`config.mk`:
```
export PLATFORM = sky130hd
export DESIGN_NAME = iod_dly_responder
export DESIGN_NICKNAME = d
export VERILOG_FILES = /design/src/rtl/iod_dly_responder.sv
export SDC_FILE = /design/constraint.sdc
export NUM_CORES = 1
export LEC_CHECK = 0
export BUFFER_PORTS_ARGS = -buffer_cell sky130_fd_sc_hd__buf_2
export CAP_MARGIN = 30
export CORE_ASPECT_RATIO = 0.75
export CORE_MARGIN = 1.5
export CORE_UTILIZATION = 45
export DETAILED_ROUTE_END_ITERATION = 8
export PLACE_DENSITY = 0.79
export SYNTH_ARGS = -nofsm -noshare
export SYNTH_HDL_FRONTEND = slang
export SYNTH_SLANG_ARGS = --single-unit
export TNS_END_PERCENT = 10
```
`constraint.sdc`:
```
create_clock -name SCLK -period 5.5 [get_ports SCLK]
set_input_delay 0.55 -clock SCLK [delete_from_list [all_inputs] [get_ports SCLK]]
set_output_delay 0.55 -clock SCLK [all_outputs]
set_load 0.005 [all_outputs]
```
`src/rtl/iod_dly_responder.sv`:
```
// iod_dly_responder
// Responder end of the IOD bit-alignment control interface for one lane.
// Owns the delay-tap register and applies LOAD/MOVE commands from the
// training controller. Reports sticky EARLY/LATE/OOR flags back to the
// trainer. After every tap change it holds off for a settle window so that
// edge detects taken from unstable data are never reported.

module iod_dly_responder #(
    parameter int TAP_CNT_WIDTH    = 8,
    parameter int TAP_MAX          = 255,
    parameter int SETTLE_CNT_WIDTH = 3
) (
    input  logic                     SCLK,
    input  logic                     RESET,
    input  logic                     BIT_ALGN_LOAD,
    input  logic                     BIT_ALGN_MOVE,
    input  logic                     BIT_ALGN_DIR,
    input  logic                     BIT_ALGN_CLR_FLGS,
    input  logic                     EARLY_DET,
    input  logic                     LATE_DET,
    output logic                     IOD_EARLY,
    output logic                     IOD_LATE,
    output logic                     IOD_OOR,
    output logic [TAP_CNT_WIDTH-1:0] DLY_TAP,
    output logic                     DLY_UPDATE,
    output logic                     BUSY
);

    typedef enum logic [1:0] {
        ST_IDLE   = 2'd0,
        ST_APPLY  = 2'd1,
        ST_SETTLE = 2'd2
    } state_t;

    localparam logic [TAP_CNT_WIDTH-1:0]    TAP_MAX_V   = TAP_CNT_WIDTH'(TAP_MAX);
    localparam logic [TAP_CNT_WIDTH-1:0]    TAP_ONE     = TAP_CNT_WIDTH'(1);
    localparam logic [SETTLE_CNT_WIDTH-1:0] SETTLE_ONE  = SETTLE_CNT_WIDTH'(1);
    localparam logic [SETTLE_CNT_WIDTH-1:0] SETTLE_LAST = '1;

    state_t                      state_q, state_d;
    logic [TAP_CNT_WIDTH-1:0]    tap_q, tap_d;
    logic [SETTLE_CNT_WIDTH-1:0] cnt_q, cnt_d;
    logic                        early_q, early_d;
    logic                        late_q, late_d;
    logic                        oor_q, oor_d;
    logic                        upd_q, upd_d;
    logic                        busy_q, busy_d;

    // Next-state logic: command decode in IDLE, settle timing, and sticky
    // flag handling. CLR_FLGS is applied last so it beats any flag set
    // in the same cycle, including an OOR raised by a simultaneous MOVE.
    always_comb begin
        state_d = state_q;
        tap_d   = tap_q;
        cnt_d   = cnt_q;
        early_d = early_q;
        late_d  = late_q;
        oor_d   = oor_q;

        case (state_q)
            ST_IDLE: begin
                early_d = early_q | EARLY_DET;
                late_d  = late_q | LATE_DET;
                if (BIT_ALGN_LOAD) begin
                    tap_d   = '0;
                    early_d = 1'b0;
                    late_d  = 1'b0;
                    oor_d   = 1'b0;
                    state_d = ST_APPLY;
                end else if (BIT_ALGN_MOVE) begin
                    if (BIT_ALGN_DIR) begin
                        if (tap_q >= TAP_MAX_V) begin
                            oor_d = 1'b1;
                        end else begin
                            tap_d   = tap_q + TAP_ONE;
                            state_d = ST_APPLY;
                        end
                    end else begin
                        if (tap_q == '0) begin
                            oor_d = 1'b1;
                        end else begin
                            tap_d   = tap_q - TAP_ONE;
                            state_d = ST_APPLY;
                        end
                    end
                end
            end
            ST_APPLY: begin
                cnt_d   = '0;
                state_d = ST_SETTLE;
            end
            ST_SETTLE: begin
                cnt_d = cnt_q + SETTLE_ONE;
                if (cnt_q == SETTLE_LAST) begin
                    state_d = ST_IDLE;
                end
            end
            default: begin
                state_d = ST_IDLE;
            end
        endcase

        if (BIT_ALGN_CLR_FLGS) begin
            early_d = 1'b0;
            late_d  = 1'b0;
            oor_d   = 1'b0;
        end

        upd_d  = (state_d == ST_APPLY);
        busy_d = (state_d != ST_IDLE);
    end

    // State, tap, counter and every output are held in flops; reset returns
    // the block to IDLE and abandons any settle in progress.
    always_ff @(posedge SCLK) begin
        if (RESET) begin
            state_q <= ST_IDLE;
            tap_q   <= '0;
            cnt_q   <= '0;
            early_q <= 1'b0;
            late_q  <= 1'b0;
            oor_q   <= 1'b0;
            upd_q   <= 1'b0;
            busy_q  <= 1'b0;
        end else begin
            state_q <= state_d;
            tap_q   <= tap_d;
            cnt_q   <= cnt_d;
            early_q <= early_d;
            late_q  <= late_d;
            oor_q   <= oor_d;
            upd_q   <= upd_d;
            busy_q  <= busy_d;
        end
    end

    assign IOD_EARLY  = early_q;
    assign IOD_LATE   = late_q;
    assign IOD_OOR    = oor_q;
    assign DLY_TAP    = tap_q;
    assign DLY_UPDATE = upd_q;
    assign BUSY       = busy_q;

endmodule

```
==> metrics <==
Pwr Density=267.8 mW/mm^2; Post-synth EDFFs=0; fin nets=169; crit-path max FO=5; Clock Path Buffers=2; Antenna Violating Nets Remaining=0; I/O pins=21; Finished Layout Cells=181; initial antenna violation count=0; worst hold endpoint=IOD_EARLY; antenna diode count=0; Synth Instances=125; P_int=0.2310 mW; P_sw=0.1101 mW; yosys warns=0; number of DRC markers in iteration 0=20; clk_lat worst skew=around 290 ps; vias=around 950; hold depth=2; routed len/inst=12.29 um; Tcrit/Tclk final=a little under two fifths; reg-to-reg slack, setup=3400 ps; DRC viols=0; status=finished clean; clk_skew=4.372 ps; max-slew violations=0; first-pass GRT wire length=3788 um; I/O Buffers=20; Mean Syn Cell Area=8.818 sq um; clock sinks=18; gr busiest metal=met2; Routed Wire Length=between 2000 and 2500 um; Syn Std Cell Area=0.001102 sq mm; Worst-Margin Slew=~370 ps; met2 Use GR=31.52%; Worst-path clk slew=100 ps; Sum Neg Setup Slack=0 ps; drt first pass iters=4; vias in the first global route=just under 900; most used cell, CP=a21oi_1; met1 usage=~23%; Die Area=roughly 0.0028 sq mm; Critical R2R Launch=DLY_TAP[0]; CTS tree=yes; met3 Use GR=5.966%; clock share of power=23.3%; CP max-delay cell=fa_1; Rows=15; CP Launch Type=flip-flop; layout cells sized above 1=20.41%; Post-DP HPWL=1715 um; Tmin final=between 2000 and 2500 ps; gpl congestion=about 0.85; DIE WIDTH=60.15 um; Bufs and invs on worst path=1; post-synthesis async set-or-reset flop share=0%; R2R depth=8; critical path class=flip-flop to flip-flop; WP depth=8; P&R area growth vs syn=15.55%; RSZ-0062 raised after global routing=no; Sw Ratio=32.28%; # setup viols final=0; top_reg_cell synth=dfxtp_1; CP Capture Type=flip-flop; register bit count reported by yosys=18; hold buffer count at CTS=0; CTS Root Cell=clkbuf_4; part of the power in registers=44.9%; fmax=476.8 MHz; Die Y=45.86 um; Post-CTS Setup Repair Bufs=0; GRT Util Overall=a little under a fifth; Net Count, Synth=146; Worst Min Path Start=IOD_EARLY; sequential element share of the synthesized area=32.69%; VDD IR max=about 130 uV; Max Cap Violations=0; critical register-to-register path endpoint=DLY_TAP[6]; CP cell instances=inv_1 -> fa_1 -> nor2b_1 -> o21ai_0 -> a21oi_1 -> mux2i_1 -> o31ai_1 -> a21oi_1; Placed Cells=~180; largest net degree at the start of global routing=18; via/cell ratio=5.271; leak pwr=0.5393 nW; Crit path max-delay family=compound AO/OA/AOI/OAI gates; Tightest Hold Check Type=flip-flop to flip-flop; crit path DAT=around 2300 ps; GRT Residual Overflow=0; Synth cell types=34; core area=0.002308 sq mm; H-Tree Depth=1; Slew HR=74.95%; Final Hold Viols=0; Num CTS Buffers=3; WP data required=5680 ps; Crit path largest cell delay=440 ps; Starting Density=47.75%; PostCTS Resize Cnt=0; combinational share of power=31.8%
## layout by cell type, fill, tap and decap left out
cell type  synthesis  layout
dfxtp_1           18      18
buf_2              0      20
fa_1               1       1
nand2b_1           6       6
o41ai_1            1       1
a31oi_4            1       1
a211oi_2           1       1
inv_1              8       8
mux2i_1            2       2
and3_1             1       1
nand4_1            1       1
xnor2_1            4       4
nor2b_1            4       4
a31oi_2            1       1
o21ai_0            3       3
a22oi_1            5       5
a211oi_1           2       2
nand4b_1           1       1
nand2_1            6       6
or3b_2             1       1
o211ai_1           1       1
and2_1             2       2
o31ai_1            1       1
nor3b_4            1       1
nand3_1            4       4
nor2_1            16      16
nor3_1             3       3
clkbuf_8           0       1
or3_1              1       1
nor4_2             1       1
ha_1              12      12
o22ai_1            2       2
clkbuf_4           0       3
a311oi_1           1       1
a21oi_1            9       9
nand3b_1           2       2
## area by class of cell
class / instances / area, sq um
Fill cell: 222 / 1035
Multi-Input combinational cell: 97 / 704.4
Tap cell: 34 / 42.54
Sequential cell: 18 / 360.3
Timing Repair Buffer: 20 / 100.1
Inverter: 8 / 30.03
Clock buffer: 4 / 36.28
## logic make-up after synthesis
family                   count (synthesis)  share of synthesized area [%]
AO/OA/AOI/OAI                           28                          18.50
XOR/XNOR                                 4                          3.178
adder cells (fa/ha/maj)                 13                          15.44
buffers and inverters                   10                          3.406
flip-flops                              18                          32.69
multiplexers                             2                          1.816
AND/OR/NAND/NOR                         50                          24.97
## worst register-to-register path, cell delays in order, from the launching register on
cell,delay (ps)
dfxtp_1,430
inv_1,110
fa_1,440
nor2b_1,130
o21ai_0,110
a21oi_1,300
mux2i_1,130
o31ai_1,250
a21oi_1,90
## stage by stage
stage / util, % / hold WS, ps / instance area [sq um] / setup WS, ps / power (mW)
final: 55.18 / 471.0 / 1274 / 3403 / 0.3411
after global routing: 55.18 / 494.4 / 1274 / 3184 / 0.3651
after CTS: 55.18 / 476.0 / 1274 / 3409 / 0.3446
after detailed placement: 53.60 / 454.8 / 1237 / 3118 / 0.2638
after global placement: 53.60 / 444.5 / 1237 / 3173 / 0.2599
after floorplan: - / 449.0 / 1102 / 3535 / 0.2351
## worst max path at each step
stage                       startpoint         end  slack [ps]
after CTS                   DLY_TAP[0]  DLY_TAP[6]        3410
after global placement    BIT_ALGN_DIR  DLY_TAP[7]        3170
after detailed placement  BIT_ALGN_DIR  DLY_TAP[7]        3120
after floorplan           BIT_ALGN_DIR  DLY_TAP[7]        3540
final                       DLY_TAP[0]  DLY_TAP[6]        3400
after global routing        DLY_TAP[0]  DLY_TAP[6]        3180
## flip-flops by register name (all words and copies together), names as in the netlist
register,cells
IOD_OOR,1
DLY_TAP,8
IOD_EARLY,1
DLY_UPDATE,1
IOD_LATE,1
cnt_q,3
state_q,2
BUSY,1
## power groups by stage
stage	logic, mW	clock network, mW	registers [mW]
after floorplan	0.0800	0	0.155
after global placement	0.105	0	0.155
after detailed placement	0.108	0	0.156
after CTS	0.108	0.0832	0.153
after global routing	0.120	0.0897	0.155
final	0.108	0.0796	0.153
## Yosys cell counts, types with 3 or more instances
cell type	n	area, sq um
a22oi_1	5	37.54
dfxtp_1	18	360.4
a21oi_1	9	45.04
inv_1	8	30.03
nor2_1	16	60.06
nand2b_1	6	37.54
nand2_1	6	22.52
o21ai_0	3	15.01
nor3_1	3	15.01
nand3_1	4	20.02
xnor2_1	4	35.03
ha_1	12	150.1
nor2b_1	4	25.02
## per-layer routing
metal	part of all wire (%)	up-vias	wire length, um
met1	51	443	1133
li1	-	489	-
met5	0	-	0
met3	4.9	2	108
met2	44	20	975
met4	0.31	0	7
Power figures use the tool's default switching activity.
